`src/rtl/vga_sprite_engine.sv`:
```
// 640x480 VGA timing generator that composites NUM_SPR solid-colour sprites over a
// background pixel stream; keyboard commands move/select sprites during vertical blank.
module vga_sprite_engine #(
   parameter int H_ACTIVE  = 640,
   parameter int H_FP      = 16,
   parameter int H_SYNC    = 96,
   parameter int H_BP      = 48,
   parameter int V_ACTIVE  = 480,
   parameter int V_FP      = 10,
   parameter int V_SYNC    = 2,
   parameter int V_BP      = 33,
   parameter int NUM_SPR   = 4,
   parameter int SPR_W     = 64,
   parameter int SPR_H     = 48,
   parameter int MOVE_STEP = 10
) (
   input  logic                  iVGA_CLK,
   input  logic                  iRST,
   input  logic [7:0]            key_in,
   input  logic                  key_en,
   input  logic [24*NUM_SPR-1:0] spr_color,
   input  logic [23:0]           bg_bgr,
   output logic [18:0]           oADDR,
   output logic [2:0]            sel_idx,
   output logic                  oHS,
   output logic                  oVS,
   output logic                  oBLANK_n,
   output logic [7:0]            b_data,
   output logic [7:0]            g_data,
   output logic [7:0]            r_data
);

   localparam int H_TOTAL = H_ACTIVE + H_FP + H_SYNC + H_BP;
   localparam int V_TOTAL = V_ACTIVE + V_FP + V_SYNC + V_BP;

   localparam logic [9:0]  H_LAST   = 10'(H_TOTAL - 1);
   localparam logic [9:0]  V_LAST   = 10'(V_TOTAL - 1);
   localparam logic [9:0]  H_ACT    = 10'(H_ACTIVE);
   localparam logic [9:0]  V_ACT    = 10'(V_ACTIVE);
   localparam logic [9:0]  HS_START = 10'(H_ACTIVE + H_FP);
   localparam logic [9:0]  HS_END   = 10'(H_ACTIVE + H_FP + H_SYNC);
   localparam logic [9:0]  VS_START = 10'(V_ACTIVE + V_FP);
   localparam logic [9:0]  VS_END   = 10'(V_ACTIVE + V_FP + V_SYNC);
   localparam logic [9:0]  X_MAX    = 10'(H_ACTIVE - SPR_W);
   localparam logic [9:0]  Y_MAX    = 10'(V_ACTIVE - SPR_H);
   localparam logic [9:0]  STEP     = 10'(MOVE_STEP);
   localparam logic [10:0] SPR_W11  = 11'(SPR_W);
   localparam logic [10:0] SPR_H11  = 11'(SPR_H);
   localparam logic [18:0] ADDR_MUL = 19'(H_ACTIVE);
   localparam logic [2:0]  SEL_LAST = 3'(NUM_SPR - 1);

   typedef enum logic [2:0] {
      CMD_UP,
      CMD_DOWN,
      CMD_LEFT,
      CMD_RIGHT,
      CMD_SEL
   } cmd_t;

   function automatic logic [9:0] step_down(input logic [9:0] p);
      return (p < STEP) ? 10'd0 : p - STEP;
   endfunction

   function automatic logic [9:0] step_up(input logic [9:0] p, input logic [9:0] lim);
      logic [10:0] s;
      s = {1'b0, p} + {1'b0, STEP};
      return (s > {1'b0, lim}) ? lim : s[9:0];
   endfunction

   logic [9:0]         h_reg;
   logic [9:0]         v_reg;
   logic               apply;
   logic               dec_valid;
   cmd_t               dec_cmd;
   logic               pend_valid_reg;
   cmd_t               pend_cmd_reg;
   logic [2:0]         sel_reg;
   logic               exec;
   logic [NUM_SPR-1:0] hit;
   logic [NUM_SPR-1:0] hit_reg;
   logic               act_reg;
   logic               hs_reg;
   logic               vs_reg;
   logic               active;
   logic [18:0]        addr_next;
   logic [23:0]        pixel_next;

   always_ff @(posedge iVGA_CLK) begin
      if (iRST) begin
         h_reg <= '0;
         v_reg <= '0;
      end else if (h_reg == H_LAST) begin
         h_reg <= '0;
         v_reg <= (v_reg == V_LAST) ? 10'd0 : v_reg + 10'd1;
      end else begin
         h_reg <= h_reg + 10'd1;
      end
   end

   // First clock of the first blank line: the only moment sprite state may change.
   assign apply = (h_reg == 10'd0) && (v_reg == V_ACT);
   assign exec  = apply && pend_valid_reg;

   always_comb begin
      dec_valid = 1'b1;
      dec_cmd   = CMD_UP;
      case (key_in)
         8'h75:   dec_cmd = CMD_UP;
         8'h72:   dec_cmd = CMD_DOWN;
         8'h6b:   dec_cmd = CMD_LEFT;
         8'h74:   dec_cmd = CMD_RIGHT;
         8'h5a:   dec_cmd = CMD_SEL;
         default: dec_valid = 1'b0;
      endcase
   end

   // A key landing on the apply clock survives as the next frame's command.
   always_ff @(posedge iVGA_CLK) begin
      if (iRST) begin
         pend_valid_reg <= 1'b0;
         pend_cmd_reg   <= CMD_UP;
         sel_reg        <= '0;
      end else begin
         if (apply) begin
            pend_valid_reg <= 1'b0;
            if (pend_valid_reg && pend_cmd_reg == CMD_SEL)
               sel_reg <= (sel_reg == SEL_LAST) ? 3'd0 : sel_reg + 3'd1;
         end
         if (key_en && dec_valid) begin
            pend_valid_reg <= 1'b1;
            pend_cmd_reg   <= dec_cmd;
         end
      end
   end

   assign sel_idx = sel_reg;

   genvar gi;
   generate
      for (gi = 0; gi < NUM_SPR; gi++) begin : g_spr
         logic [9:0] x_reg;
         logic [9:0] y_reg;

         always_ff @(posedge iVGA_CLK) begin
            if (iRST) begin
               x_reg <= 10'(gi * SPR_W);
               y_reg <= '0;
            end else if (exec && sel_reg == 3'(gi)) begin
               case (pend_cmd_reg)
                  CMD_UP:    y_reg <= step_down(y_reg);
                  CMD_DOWN:  y_reg <= step_up(y_reg, Y_MAX);
                  CMD_LEFT:  x_reg <= step_down(x_reg);
                  CMD_RIGHT: x_reg <= step_up(x_reg, X_MAX);
                  default:   ;
               endcase
            end
         end

         assign hit[gi] = ({1'b0, h_reg} >= {1'b0, x_reg}) &&
                          ({1'b0, h_reg} <  {1'b0, x_reg} + SPR_W11) &&
                          ({1'b0, v_reg} >= {1'b0, y_reg}) &&
                          ({1'b0, v_reg} <  {1'b0, y_reg} + SPR_H11);
      end
   endgenerate

   assign active    = (h_reg < H_ACT) && (v_reg < V_ACT);
   assign addr_next = 19'(v_reg) * ADDR_MUL + 19'(h_reg);

   always_ff @(posedge iVGA_CLK) begin
      if (iRST) begin
         act_reg <= 1'b0;
         hs_reg  <= 1'b1;
         vs_reg  <= 1'b1;
         hit_reg <= '0;
         oADDR   <= '0;
      end else begin
         act_reg <= active;
         hs_reg  <= !((h_reg >= HS_START) && (h_reg < HS_END));
         vs_reg  <= !((v_reg >= VS_START) && (v_reg < VS_END));
         hit_reg <= hit;
         oADDR   <= active ? addr_next : 19'd0;
      end
   end

   // Scanning from the top index down lets the lowest-index hit win.
   always_comb begin
      pixel_next = bg_bgr;
      for (int i = NUM_SPR - 1; i >= 0; i--) begin
         if (hit_reg[i])
            pixel_next = spr_color[24*i +: 24];
      end
      if (!act_reg)
         pixel_next = 24'd0;
   end

   always_ff @(posedge iVGA_CLK) begin
      if (iRST) begin
         oHS      <= 1'b1;
         oVS      <= 1'b1;
         oBLANK_n <= 1'b0;
         b_data   <= '0;
         g_data   <= '0;
         r_data   <= '0;
      end else begin
         oHS      <= hs_reg;
         oVS      <= vs_reg;
         oBLANK_n <= act_reg;
         b_data   <= pixel_next[23:16];
         g_data   <= pixel_next[15:8];
         r_data   <= pixel_next[7:0];
      end
   end

endmodule
```
`config.mk`:
```
export PLATFORM = sky130hd
export DESIGN_NAME = vga_sprite_engine
export DESIGN_NICKNAME = d
export VERILOG_FILES = /design/src/rtl/vga_sprite_engine.sv
export SDC_FILE = /design/constraint.sdc
export NUM_CORES = 1
export LEC_CHECK = 0
export CAP_MARGIN = 20
export CORE_MARGIN = 5
export CORE_UTILIZATION = 45
export CTS_CLUSTER_SIZE = 40
export DETAILED_ROUTE_END_ITERATION = 6
export PLACE_DENSITY = 0.72
export SETUP_SLACK_MARGIN = 0.4
export SYNTH_ARGS = -nofsm -noshare
export SYNTH_HDL_FRONTEND = slang
export SYNTH_SLANG_ARGS = --single-unit
```
`constraint.sdc`:
```
create_clock -name iVGA_CLK -period 4.1 [get_ports iVGA_CLK]
set_clock_uncertainty 0.05 [all_clocks]
set_input_delay 1.23 -clock iVGA_CLK [delete_from_list [all_inputs] [get_ports iVGA_CLK]]
set_output_delay 1.23 -clock iVGA_CLK [all_outputs]
set_load 0.05 [all_outputs]
```
==> results.tsv, run 1 <==
stage	metric	value	unit
drt	drt_iter0_markers	1229	
power_and_ir_drop	p_leak	6.28	nW
worst_setup_path	path_buf_inv	1	
worst_setup_path	path_class	reg -> reg	
timing	fin_crit_sh	81.1	%
drt	wl_per_cell	18.1	um
synth	netlist_instances	1950	
grt	grt_pass1_vias	13800	
place	placed_area	16200	um2
synth	syn_area_per_cell	7.30	um2
job	drv_cap	0	
floorplanning	dieArea	35300	um2
place	gp_congestion	0.950	
drt	drc_errors	0	
power_and_ir_drop	p_per_area	212	nW/um2
finish	drive_above_1_share	3.98	%
status	status	finished clean	
min_path	hold_path_class	reg -> reg	
finish	nFillCells	2997	
synth	synth_edf_count	0	
synth	synth-main-ff-cell	dfxtp_1	
timing	slew_viol_final	0	
clock_tree	cts-root-buf	clkbuf_16	
clock_tree	cts_resized	0	
worst_setup_path	worst_ep_required_time	4400	ps
finish	area_growth	17.8	%
clock_tree	insertion_delay	450	ps
place	dp_hpwl	33600	um
floorplanning	io_pins	180	
timing	finalSetupTns	0	ps
synth	synth_fp_nets	2254	
drt	routed_via_density	6.03	
floorplanning	die_w	188	um
drt	detail_route.first_pass.iterations	7	
synth	ys.warnings.count	0	
clock_tree	clock_sinks	152	
finish	layout_commonest_cell	nor2_1	
grt	antenna_found_initial	0	
grt	track_usage	24.2	%
finish	multi_input_comb_area	10300	um2
clock_tree	cts-buffers-inserted	17	
finish	nets	2354	
place	io_buffers	179	
timing	finalSetupViolCount	0	
floorplanning	core	31400	um2
worst_setup_path	cp_cell_sequence	clkinv_1 -> ha_1 -> xor2_1 -> ha_1 -> a2111oi_0 -> o21bai_1 -> a21oi_1 -> nor2_1 -> nor4b_1	
timing	fin_crit	3320	ps
clock_tree	cts.clk_slew.worst_paths	70	ps
drt	drt-total-wl	44600	um
timing	finalHoldViolCount	0	
finish	seq_area	3040	um2
timing	rsz0062_at_grt	false	
power_and_ir_drop	irDropWorstVdd	0.000264	V
synth	ys_seq_area_share	21.4	%
synth	syn-cell-area	14200	um2
clock_tree	cts_hold_buf	0	
worst_setup_path	cp_max_fo	11	
finish	num_antenna_cells	0	
synth	async_flop_share	0	%
finish	mostFrequentLayoutCells	245 x nor2_1, 223 x a21oi_1, 178 x clkdlybuf4s50_1	
worst_setup_path	crit_path_start_kind	register	
worst_setup_path	critical-path-top-delay-family	compound AO/OA/AOI/OAI gates	
worst_setup_path	crit_top_cell	ha_1	
drt	ant_nets	0	
clock_tree	cts_tree	built	
floorplanning	die_h	188	um
worst_setup_path	critPathMaxStageDelay	600	ps
synth	synth.distinct_cells	87	
power_and_ir_drop	post-layout-total-power	3.55	mW
drt	num_vias	14900	
synth	ys_seq_elements	152	
timing	relSlewSlack	32.8	%
worst_setup_path	endpoint_kind	register	
grt	grt_overflow_total	0	
floorplanning	rows	65	
worst_setup_path	slowest_stage	dfxtp_1	
floorplanning	start_util	45.3	%
timing	worst_slew_pin_slew	1000	ps
grt	grt_max_degree	52	
grt	grt_pass1_wl	71500	um
worst_setup_path	arrival	3630	ps
timing	fmax	0.301	GHz
clock_tree	cts_setup_buffers	0	
worst_setup_path	r2r-start	g_spr[2].y_reg[4]	
clock_tree	clock_path_buffers	2	
clock_tree	htreeDepth	4	
finish	fin_area	16800	um2
min_path	worstHoldStart	vs_reg	
worst_setup_path	critPathLaunch	g_spr[2].y_reg[4]	
## layout make-up
cell class / count / area share (%)
Multi-Input combinational cell: 1564 / 61.3
Sequential cell: 152 / 18.1
Timing Repair Buffer: 197 / 11.5
Tap cell: 402 / 3.00
Inverter: 118 / 2.64
Clock buffer: 18 / 2.62
Clock inverter: 13 / 0.813
## stage by stage
| step | hold WS, ps | setup slack (ps) | cells | utilization (%) |
|---|---|---|---|---|
| after floorplan | 339 | 1330 | 1950 | - |
| after CTS | 363 | 814 | 2463 | 53.4 |
| after global placement | 345 | 731 | 2432 | 51.5 |
| after global routing | 368 | 508 | 2464 | 53.4 |
| after detailed placement | 348 | 653 | 2432 | 51.5 |
| final | 362 | 775 | 2464 | 53.4 |
## kinds of logic (layout without fill, tap and decap cells)
| logic type | count (synthesis) | count (layout) | synth area share [%] |
|---|---|---|---|
| flip-flops | 152 | 152 | 21.4 |
| AND/OR/NAND/NOR | 657 | 657 | 22.6 |
| buffers and inverters | 234 | 346 | 6.49 |
| multiplexers | 29 | 29 | 2.05 |
| adder cells (fa/ha/maj) | 173 | 173 | 15.3 |
| AO/OA/AOI/OAI | 623 | 623 | 27.1 |
| XOR/XNOR | 82 | 82 | 5.05 |
## path summary, 6_finish.rpt
kind	depth (start not counted)	to	slack, ps
max	9	hit_reg[2]	780
min	1	oVS	360
max reg2reg	9	hit_reg[2]	780
min reg2reg	1	oVS	360
## where the power goes
part           internal, mW  switching, mW  total, mW  leakage [nW]
clock network         0.868          0.728       1.60         0.280
registers              1.50         0.0276       1.53          1.23
logic                 0.210          0.220      0.430          4.77
total                  2.58          0.976       3.55          6.28
## Yosys cell counts, types with 10 or more instances
cell type / n / area (um2)
a211o_1: 10 / 87.6
a211oi_1: 30 / 225
a21o_1: 18 / 135
a21oi_1: 223 / 1120
a31oi_1: 26 / 163
and2_1: 23 / 144
and3_1: 13 / 81.3
buf_2: 12 / 60.1
clkbuf_1: 93 / 349
dfxtp_1: 152 / 3040
ha_1: 171 / 2140
inv_1: 117 / 439
mux2i_1: 28 / 280
nand2_1: 129 / 484
nand2b_1: 28 / 175
nand3_1: 58 / 290
nand4_1: 16 / 100
nor2_1: 245 / 920
nor2b_1: 11 / 68.8
nor3_1: 42 / 210
nor4_1: 24 / 150
o2111ai_1: 10 / 87.6
o211ai_1: 20 / 150
o21a_1: 17 / 128
o21ai_0: 143 / 716
o22ai_1: 12 / 75.1
o31ai_1: 14 / 105
or3_1: 12 / 75.1
xnor2_1: 64 / 561
xor2_1: 18 / 158
## layer usage
metal | vias to the layer above | GRT usage [%] | routed length [um]
met3 | 70 | 3.24 | 2500
met5 | - | 0 | 0
li1 | 7294 | - | -
met1 | 6957 | 32.5 | 20000
met4 | 0 | 6.44 | 877
met2 | 532 | 41.0 | 21200
Note: power is estimated with default switching activity, not from simulation.
==> run 2, diff against run 1 <==
- PLACE_DENSITY: 0.72 -> 0.75
- clock period: 4.1 -> 2.9 ns (I/O delays scaled with it)
==> run 2 against run 1 <==
  * Sequential share of layout area shrank 1.1 points
  * Utilization grew 5.0 points
  * Wire length grew 7.4%
  * Worst setup slack lost 530 ps
  * Non-clock buffer count grew 100
  * Clock power grew 59%
==> results.tsv, run 2 (synthesis gave the netlist of run 1 again) <==
stage	metric	value	unit	change
status	status	finished clean		
clock_tree	insertion_delay	460	ps	about the same
finish	drive_above_1_share	14.9	%	+11 points
place	io_buffers	179		unchanged
finish	layout_commonest_cell	nor2_1		
worst_setup_path	crit_path_start_kind	register		
finish	finalNonFillerCells	2565		+4.1%
floorplanning	die_w	188	um	unchanged
timing	worst_slew_pin_slew	951	ps	-49.1 ps
timing	rsz0062_at_grt	true		
timing	fin_crit_sh	91.6	%	+11 points
grt	grt_pass1_wl	73400	um	+2.5%
clock_tree	cts-root-buf	clkbuf_16		
place	dp_hpwl	33600	um	about the same
job	drv_cap	0		unchanged
floorplanning	die_h	188	um	unchanged
place	dpl.cell_count	2499		+2.8%
grt	track_usage	24.7	%	+0.53 points
clock_tree	clock_path_buffers	2		unchanged
clock_tree	cts.clk_slew.worst_paths	80	ps	about the same
timing	finalHoldViolCount	0		unchanged
drt	num_vias	15600		+5.3%
worst_setup_path	worst_ep_required_time	3200	ps	-1200 ps
timing	slew_viol_final	0		unchanged
place	placed_area	16700	um2	+3.3%
finish	fin_area	18300	um2	+9.4%
finish	area_growth	28.9	%	
power_and_ir_drop	p_per_area	289	nW/um2	+36%
place	gp_congestion	0.954		+0.42%
floorplanning	rows	65		unchanged
power_and_ir_drop	post-layout-total-power	5.30	mW	+49%
drt	drc_errors	0		unchanged
worst_setup_path	cp_max_fo	4		-7
grt	antenna_found_initial	0		unchanged
drt	routed_via_density	6.10		+1.1%
clock_tree	cts-buffers-inserted	17		unchanged
finish	nets	2454		+4.2%
power_and_ir_drop	p_leak	7.30	nW	+16%
grt	grt_max_degree	49		-5.8%
floorplanning	io_pins	180		unchanged
drt	drt-total-wl	48000	um	+7.4%
grt	grt_overflow_total	0		unchanged
floorplanning	core	31400	um2	unchanged
timing	relSlewSlack	36.1	%	+3.4 points
clock_tree	cts_hold_buf	0		unchanged
finish	num_antenna_cells	0		unchanged
floorplanning	start_util	45.3	%	unchanged
clock_tree	clock_sinks	152		unchanged
timing	fmax	0.376	GHz	+25%
power_and_ir_drop	irDropWorstVdd	0.000367	V	+39%
finish	mostFrequentLayoutCells	238 x nor2_1, 217 x a21oi_1, 146 x ha_1		
drt	wl_per_cell	18.7	um	+3.2%
clock_tree	cts_tree	built		
worst_setup_path	endpoint_kind	register		
drt	ant_nets	0		unchanged
clock_tree	htreeDepth	4		unchanged
timing	finalSetupViolCount	0		unchanged
timing	fin_crit	2660	ps	-668 ps
drt	detail_route.first_pass.iterations	6		-1
floorplanning	dieArea	35300	um2	unchanged
grt	grt_pass1_vias	14300		+3.6%
min_path	hold_path_class	reg -> reg		
worst_setup_path	path_class	reg -> reg		
worst_setup_path	arrival	2960	ps	-670 ps
drt	drt_iter0_markers	1402		+14%
## run 2: where the power goes
group	internal [mW]	switching, mW
Clock	1.48	1.06
Sequential	2.10	0.0188
Combinational	0.303	0.332
## run 2: metal layers
metal,track usage [%],vias to the layer above,part of all wire (%)
li1,-,7495,-
met1,32.1,7262,42
met2,41.7,751,48
met3,3.98,130,7.2
met4,8.64,0,3.0
met5,0,-,0
## run 2: critical path, stage by stage, from the launching register on
cell and delay (ps):
dfxtp_4 390, ha_4 250, ha_4 160, buf_4 140
a21oi_4 150, buf_4 130, o21bai_1 80, xor2_1 320
nand2_2 130, nor4bb_4 350, nand3_1 170, xnor2_1 180
nor2_1 60
## run 2: timing repair
action                     CTS  global route
pin swaps                   12            44
setup endpoints to repair  107            74
setup buffers               15            19
resized for setup           91           155
## run 2: layout make-up
cell class / instances / area [um2]
Fill cell: 2786 / 13100
Multi-Input combinational cell: 1564 / 11000
Sequential cell: 152 / 3130
Timing Repair Buffer: 297 / 2660
Tap cell: 402 / 503
Inverter: 118 / 444
Clock buffer: 17 / 425
Clock inverter: 15 / 223
## run 2: through the flow
step / utilization, % / hold WS, ps / setup WS (ps) / TNS (ps)
finish: 58.4 / 367 / 243 / 0
global route: 58.4 / 382 / 200 / 0
CTS: 56.0 / 370 / 348 / 0
detailed placement: 53.2 / 345 / -115 / -115
global placement: 53.2 / 345 / -16.5 / -16.5
floorplan: - / 339 / 367 / 0
## run 2: path summary, 6_finish.rpt
kind	startpoint	end	slack (ps)	cells past startpoint
max	v_reg[3]	oADDR[18]	240	12
min	hs_reg	oHS	370	1
max reg2reg	v_reg[3]	oADDR[18]	240	12
min reg2reg	hs_reg	oHS	370	1
==> run 3, diff against run 2 <==
- GPL_ROUTABILITY_DRIVEN: unset -> 1
==> results of run 3 <==
The final DEF is identical to that of run 2; final timing and power are the same.
